**src/rtl/shift_serdes_pkg.sv**
```systemverilog
// Shared state encodings and sizing helper for the shift_serdes serialiser/deserialiser.
// Optional parity support is selected with the SHIFT_SERDES_PARITY_EN macro.
package shift_serdes_pkg;

  typedef enum logic [1:0] {
    TX_IDLE  = 2'd0,
    TX_SHIFT = 2'd1,
    TX_PAR   = 2'd2
  } tx_state_e;

  typedef enum logic [1:0] {
    RX_IDLE  = 2'd0,
    RX_SHIFT = 2'd1,
    RX_PAR   = 2'd2
  } rx_state_e;

  // Bit counter must be able to represent 0..WIDTH.
  function automatic int unsigned cnt_width(input int unsigned width);
    return $clog2(width + 1);
  endfunction

endpackage

```
**src/rtl/shift_serdes_rx.sv**
```systemverilog
// Receive half of shift_serdes: frame-start qualified serial-to-parallel assembler.
// SHIFT_SERDES_PARITY_EN adds an even-parity bit after the data bits and the RX_PERR output.
module shift_serdes_rx
  import shift_serdes_pkg::*;
#(
  parameter int unsigned WIDTH     = 8,
  parameter bit          MSB_FIRST = 1'b1
) (
  input  logic             C,
  input  logic             CLR,
  input  logic             CE,
  input  logic             SI,
  input  logic             RX_START,
  output logic [WIDTH-1:0] RX_DATA,
  output logic             RX_VALID
`ifdef SHIFT_SERDES_PARITY_EN
  ,
  output logic             RX_PERR
`endif
);

  localparam int unsigned    CW   = cnt_width(WIDTH);
  localparam logic [CW-1:0]  LAST = CW'(WIDTH - 1);

  rx_state_e        state_q, state_d;
  logic [WIDTH-1:0] sr_q, sr_d;
  logic [CW-1:0]    cnt_q, cnt_d;
  logic [WIDTH-1:0] data_q, data_d;
  logic             valid_q, valid_d;
  logic [WIDTH-1:0] shifted;
`ifdef SHIFT_SERDES_PARITY_EN
  logic             perr_q, perr_d;
`endif

  // The first bit of a frame walks to the far end of the register after WIDTH shifts.
  assign shifted = MSB_FIRST ? {sr_q[WIDTH-2:0], SI} : {SI, sr_q[WIDTH-1:1]};

  always_comb begin
    state_d = state_q;
    sr_d    = sr_q;
    cnt_d   = cnt_q;
    data_d  = data_q;
    valid_d = 1'b0;
`ifdef SHIFT_SERDES_PARITY_EN
    perr_d  = perr_q;
`endif
    case (state_q)
      RX_IDLE: begin
        if (CE && RX_START) begin
          sr_d    = shifted;
          cnt_d   = CW'(1);
          state_d = RX_SHIFT;
        end
      end
      RX_SHIFT: begin
        if (CE) begin
          sr_d  = shifted;
          cnt_d = cnt_q + CW'(1);
          if (cnt_q == LAST) begin
`ifdef SHIFT_SERDES_PARITY_EN
            state_d = RX_PAR;
`else
            data_d  = shifted;
            valid_d = 1'b1;
            state_d = RX_IDLE;
`endif
          end
        end
      end
`ifdef SHIFT_SERDES_PARITY_EN
      RX_PAR: begin
        if (CE) begin
          data_d  = sr_q;
          perr_d  = SI ^ (^sr_q);
          valid_d = 1'b1;
          state_d = RX_IDLE;
        end
      end
`endif
      default: state_d = RX_IDLE;
    endcase
  end

  always_ff @(posedge C or posedge CLR) begin
    if (CLR) begin
      state_q <= RX_IDLE;
      sr_q    <= '0;
      cnt_q   <= '0;
      data_q  <= '0;
      valid_q <= 1'b0;
`ifdef SHIFT_SERDES_PARITY_EN
      perr_q  <= 1'b0;
`endif
    end else begin
      state_q <= state_d;
      sr_q    <= sr_d;
      cnt_q   <= cnt_d;
      data_q  <= data_d;
      valid_q <= valid_d;
`ifdef SHIFT_SERDES_PARITY_EN
      perr_q  <= perr_d;
`endif
    end
  end

  assign RX_DATA  = data_q;
  assign RX_VALID = valid_q;
`ifdef SHIFT_SERDES_PARITY_EN
  assign RX_PERR  = perr_q;
`endif

endmodule

```
**src/rtl/shift_serdes.sv**
```systemverilog
// Parametrised shift-register serdes: TX path here, RX path in shift_serdes_rx.
// SHIFT_SERDES_PARITY_EN appends/checks an even-parity bit and exposes RX_PERR.
module shift_serdes
  import shift_serdes_pkg::*;
#(
  parameter int unsigned WIDTH     = 8,
  parameter bit          MSB_FIRST = 1'b1
) (
  input  logic             C,
  input  logic             CLR,
  input  logic             CE,
  input  logic [WIDTH-1:0] TX_DATA,
  input  logic             TX_VALID,
  output logic             TX_READY,
  output logic             TX_BUSY,
  output logic             SO,
  input  logic             SI,
  input  logic             RX_START,
  output logic [WIDTH-1:0] RX_DATA,
  output logic             RX_VALID
`ifdef SHIFT_SERDES_PARITY_EN
  ,
  output logic             RX_PERR
`endif
);

  localparam int unsigned   CW   = cnt_width(WIDTH);
  localparam logic [CW-1:0] LAST = CW'(WIDTH - 1);

  tx_state_e        tx_state_q, tx_state_d;
  logic [WIDTH-1:0] tx_sr_q, tx_sr_d;
  logic [CW-1:0]    tx_cnt_q, tx_cnt_d;
`ifdef SHIFT_SERDES_PARITY_EN
  logic             tx_par_q, tx_par_d;
`endif

  // Accept does not wait for CE; only shifting is gated by the bit strobe.
  always_comb begin
    tx_state_d = tx_state_q;
    tx_sr_d    = tx_sr_q;
    tx_cnt_d   = tx_cnt_q;
`ifdef SHIFT_SERDES_PARITY_EN
    tx_par_d   = tx_par_q;
`endif
    case (tx_state_q)
      TX_IDLE: begin
        if (TX_VALID) begin
          tx_state_d = TX_SHIFT;
          tx_sr_d    = TX_DATA;
          tx_cnt_d   = '0;
`ifdef SHIFT_SERDES_PARITY_EN
          tx_par_d   = ^TX_DATA;
`endif
        end
      end
      TX_SHIFT: begin
        if (CE) begin
          tx_sr_d  = MSB_FIRST ? {tx_sr_q[WIDTH-2:0], 1'b0} : {1'b0, tx_sr_q[WIDTH-1:1]};
          tx_cnt_d = tx_cnt_q + CW'(1);
          if (tx_cnt_q == LAST) begin
`ifdef SHIFT_SERDES_PARITY_EN
            tx_state_d = TX_PAR;
`else
            tx_state_d = TX_IDLE;
`endif
          end
        end
      end
`ifdef SHIFT_SERDES_PARITY_EN
      TX_PAR: begin
        if (CE) tx_state_d = TX_IDLE;
      end
`endif
      default: tx_state_d = TX_IDLE;
    endcase
  end

  always_comb begin
    SO = 1'b0;
    case (tx_state_q)
      TX_SHIFT: SO = MSB_FIRST ? tx_sr_q[WIDTH-1] : tx_sr_q[0];
`ifdef SHIFT_SERDES_PARITY_EN
      TX_PAR:   SO = tx_par_q;
`endif
      default:  SO = 1'b0;
    endcase
  end

  always_ff @(posedge C or posedge CLR) begin
    if (CLR) begin
      tx_state_q <= TX_IDLE;
      tx_sr_q    <= '0;
      tx_cnt_q   <= '0;
`ifdef SHIFT_SERDES_PARITY_EN
      tx_par_q   <= 1'b0;
`endif
    end else begin
      tx_state_q <= tx_state_d;
      tx_sr_q    <= tx_sr_d;
      tx_cnt_q   <= tx_cnt_d;
`ifdef SHIFT_SERDES_PARITY_EN
      tx_par_q   <= tx_par_d;
`endif
    end
  end

  assign TX_READY = (tx_state_q == TX_IDLE);
  assign TX_BUSY  = !TX_READY;

  shift_serdes_rx #(
    .WIDTH    (WIDTH),
    .MSB_FIRST(MSB_FIRST)
  ) u_rx (
    .C       (C),
    .CLR     (CLR),
    .CE      (CE),
    .SI      (SI),
    .RX_START(RX_START),
    .RX_DATA (RX_DATA),
    .RX_VALID(RX_VALID)
`ifdef SHIFT_SERDES_PARITY_EN
    ,
    .RX_PERR (RX_PERR)
`endif
  );

endmodule

```
**config.mk**
```make
export PLATFORM = sky130hd
export DESIGN_NAME = shift_serdes
export DESIGN_NICKNAME = d
export VERILOG_FILES = /design/src/rtl/shift_serdes_pkg.sv /design/src/rtl/shift_serdes_rx.sv /design/src/rtl/shift_serdes.sv
export SDC_FILE = /design/constraint.sdc
export NUM_CORES = 1
export LEC_CHECK = 0
export CAP_MARGIN = 0
export CORE_AREA = 2 2 61 63
export DETAILED_ROUTE_END_ITERATION = 10
export DIE_AREA = 0 0 63 65
export GPL_TIMING_DRIVEN = 0
export PLACE_DENSITY = 0.7
export SLEW_MARGIN = 10
export SYNTH_ARGS = -nofsm -noshare
export SYNTH_HDL_FRONTEND = slang
export SYNTH_SLANG_ARGS = --single-unit
export TNS_END_PERCENT = 100
```
**constraint.sdc**
```tcl
create_clock -name C -period 1.85 [get_ports C]
set_input_delay 0.37 -clock C [delete_from_list [all_inputs] [get_ports C]]
set_output_delay 0.37 -clock C [all_outputs]
set_load 0.1 [all_outputs]
```
Word-level counts from Yosys, hierarchy flattened
Cells that the tools add are included.
- memories kept: 0
- bits in read-only memories: 0
- flip-flop bits (word level): 36
- word-level logic and storage cells: 55
- RAM bits: 0
- input bits: 14
- latch bits: 0
- output and inout bits: 12
- div/mod/pow operators: 0
- magnitude comparators: 0
- mux-type cells: 24
- multipliers: 0
- reduce and logical (&&, ||, !) cells: 11
- add/subtract/negate cells: 2
- equal/unequal tests: 10
- shifts and indexed selects: 0
- bitwise logic cells: 0
- operators by type and width (operator ; count):
    2-to-1 mux 4 bit ; 4
    2-to-1 mux 8 bit ; 2
    one-hot mux 4 bit (2 select lines) ; 2
    one-hot mux 8 bit (2 select lines) ; 1
    AND reduction 3 bit ; 5
    2-to-1 mux 7 bit ; 2
    one-hot mux 7 bit (2 select lines) ; 1
    2-to-1 mux 2 bit ; 6
    adder 4 x 1 -> 4 bit (second input constant) ; 2
    == test 4 x 3 -> 1 bit (second input constant) ; 2
    != test 2 bit (second input constant) ; 4
    one-hot mux 2 bit (2 select lines) ; 2
    == test 2 x 1 -> 1 bit (second input constant) ; 2
    zero test 2 bit ; 2
    2-to-1 mux 1 bit ; 4
    != test 2 x 1 -> 1 bit (second input constant) ; 2
    nonzero test 2 bit ; 2
    logical AND 1 bit ; 1
    zero test 1 bit ; 1

Logic depth before layout (Yosys ltp)
- word-level depth: 4
- mapped depth: 5
- depth with buffers taken out: 4

Modules after synthesis
A second synthesis with hierarchy kept.
- cells, all modules: 123
- area, all modules: 1496.4 µm²
- modules (own cells, without submodules) (module ; area an instance (µm²) ; cells an instance ; instances):
    shift_serdes_rx ; 857.1 ; 56 ; 1
    shift_serdes ; 639.4 ; 67 ; 1

Worst setup path before layout
Ideal clock, no wire load.
- path kind: register to output
- start point: register tx_state_q[0]
- end point: output SO
- data required time: 1.480 ns
- stages on the path, launching flop included: 3
- path slack: -0.604 ns
- arrival time: 2.084 ns
- cells stage by stage: dfrtp_1 -> clkbuf_1 -> and2_1
- cells in the longest elaborated chain, start to end: 2
- ends and longest elaborated chain (what ; line ; source):
    start: declaration ; shift_serdes.sv:30 ; tx_state_e tx_state_q, tx_state_d;
    start signal: assignment ; shift_serdes.sv:98 ; tx_state_q <= tx_state_d;
    == test 2 x 1 -> 1 bit ; shift_serdes.sv:80 ; case (tx_state_q)
    2-to-1 mux 1 bit ; shift_serdes.sv:80 ;
    end: declaration ; shift_serdes.sv:16 ; output logic SO,
No other way between the ends.

Worst setup path after layout
Same ends and word-level chain as after synthesis.

==> results.md <==
- Status: finished, final reports clean
- Clock-pin slew on the worst setup and hold paths: 0.10 ns
- Initial antenna violation count: 0
- Final slew viol count: 0
- DR WL/cell: 14.2 um
- Worst setup EP type: output port
- Most used DFF post-synth: dfrtp_1
- Filler cells: 307
- Mean Syn Cell Area: 12.2 sq um
- Max H-tree Level: 2
- Deepest clock path buffer count: 2
- Startpoint types: flip-flop
- # diodes: 0
- IO Pins: 26
- Power, Total: 3.47 mW
- Buffers on Ports: 24
- Max Cap Viol: 0
- Syn Inst Count: 124
- Area contributors post-synth: dfrtp_1 (56%), mux2_2 (11%), mux2i_1 (6.6%)
- HPWL after detailed placement: 2.04 mm
- Setup WS pre-CTS: -0.600 ns
- Antenna Violating Nets Remaining: 0
- Max transition margin: 0.532
- Area after DPL: 1820 sq um
- Clk root buf: clkbuf_4
- Cell with the most instances after synthesis: dfrtp_1
- Simple-gate portion of the synthesized area: 0.0968
- Yosys cell types: 25
- TritonCTS clock tree: done
- Required @ worst endpoint: 1.48 ns
- Grt ovf: 0
- Finished Cell Area: 1940 sq um
- Post-synth top area share: 0.562
- EDFF count, synth: 0
- Post-synth top cells: dfrtp_1 (34), mux2_2 (15), nand2_1 (11), mux2i_1 (10), a21oi_1 (8)
- Part of the Yosys area used for sequential elements: 0.562
- Rows: 22
- Post-synthesis register bit count: 34
- Hold Crit Class: in2reg
- RSZ-0062 raised after global routing: false
- Largest net degree at the start of global routing: 35
- Routability congestion estimate: 0.788
- Slew @ Worst Pin: 0.701 ns
- Area Overhead vs Synth: 28.1%
- Max VDD drop: 0.855 mV
- Setup ws final: 0.118 ns
- Syn Nets: 140
- Fin crit share: 0.936
- Complex-gate fraction of the synthesized area: 0.108
- Via count of the first global-routing pass: 1,074
- Setup Fix Bufs, Post-CTS: 0
- TritonCTS sink count: 34
- Mux share of post-synthesis cell area: 0.178
- Height of the die: 65 um
- Post-CTS Hold Buffers: 0
- First-pass detailed-route iteration total: 4
- Via Count: 1,073
- Maximum fanout along the worst path: 10
- Die W: 63 um
- Main combinational cell family by area after synthesis: multiplexers
- Total GRT Usage: 0.154
- Leading area contributor after synthesis: dfrtp_1
- Share of cells above drive strength 1: 0.288
- Post-Synth XOR/XNOR Area: 0.0116
- Setup TNS: 0 ns
- Adder-cell share of the synthesized area: 0.0165
- Initial core utilization: 0.433
- CTS-repair resized insts: 40
- Min Clock Period, post-route: 1.73 ns
- Crit path kind: reg2out
- Final WL: 2.89 mm
- # nets final: 171
- F_max: 577 MHz
- Synthesized area: 1510 sq um
- Final hold vios: 0
- Core area: 3500 sq um
- Crit path DAT: 1.36 ns
- Pwr Density: 1790 nW/um^2
- Detailed-route DRC error count: 0
- Post-Route Skew: 0.00855 ns
- Initial drt markers: 50
- Via density per instance: 5.26
- Die ar.: 4100 sq um
- First-pass GRT wire length: 4.86 mm
- LEAKAGE: 0.865 nW
- # setup viols final: 0
- Post-synth ARST share: 1.00
- Latest clock arrival within the worst-skew pair: 0.33 ns
- Yosys warns: 0
- CTS buffer count: 5
- FF-to-FF setup slack: 0.24 ns
## routing by layer
layer,vias to the layer above,GRT usage,share of wire
met4,0,0.0500,0.0069
met3,2,0.0434,0.044
met2,30,0.265,0.52
met5,-,0,0
li1,508,-,-
met1,533,0.186,0.43
## metrics by stage
stage                     utilization  cells  hold slack [ns]
final                           0.554    204            0.408
after detailed placement        0.520    196            0.496
after floorplan                     -    124            0.474
after CTS                       0.555    204            0.400
after global placement          0.520    196            0.491
after global routing            0.554    204            0.403
## flip-flops by register name, indices dropped and copies added (netlist names)
register       flops
tx_sr_q            8
u_rx.RX_DATA       8
u_rx.sr_q          7
tx_cnt_q           4
u_rx.cnt_q         4
tx_state_q         1
u_rx.RX_VALID      1
u_rx.state_q       1
## cell type report
class | count | area, sq um | share of cell area
clock buffers | 6 | 51.3 | 0.0265
flip-flops and latches | 34 | 852 | 0.440
multi-input cells | 82 | 623 | 0.321
clock inverters | 2 | 60.1 | 0.0310
plain buffers | 6 | 35.0 | 0.0181
repair buffers | 24 | 249 | 0.128
inverters | 2 | 7.51 | 0.00387
well taps | 48 | 60.1 | 0.0310
## layout by cell type, fill, tap and decap left out, types with 3 or more instances in the layout
cell type        netlist  layout
clkdlybuf4s50_1        0      12
o21ai_0                4       4
a21oi_1                8       8
nand2_1               11      11
mux2i_1               10      10
clkbuf_4               0       5
buf_2                  3       4
mux2_2                15      15
clkdlybuf4s15_2        0      10
nor2_1                 3       3
nor2b_1                7       7
dfrtp_1               34      33
a211oi_1               7       7
## worst max-delay path, cell delays in order (launching register included)
cell and delay, ns:
dfrtp_2 0.41, clkbuf_2 0.24, and2_4 0.18, buf_6 0.21
## path summary, 6_finish.rpt
kind / from / end / depth (start not counted)
min in group asynchronous: CLR / u_rx.RX_DATA[5] / 2
min: CE / tx_sr_q[5] / 3
max: tx_state_q[0] / SO / 3
max reg2reg: u_rx.cnt_q[0] / u_rx.RX_DATA[1] / 4
max in group asynchronous: CLR / tx_state_q[0] / 2
min reg2reg: u_rx.RX_DATA[2] / u_rx.RX_DATA[2] / 1
## where the power goes
group	switching [mW]	leakage, nW	internal (mW)
logic	1.02	0.391	0.483
registers	0.226	0.416	1.04
clock network	0.245	0.0585	0.458
total	1.49	0.865	1.98
## kinds of logic after synthesis
kind of cell               Yosys count
buffers and inverters                8
DFF                                 34
adders and majority gates            2
AOI/OAI and AO/OA                   25
and+or+nand+nor                     28
muxes                               25
xor gates and xnor gates             2
No activity file was read; power rests on OpenSTA's default activity.
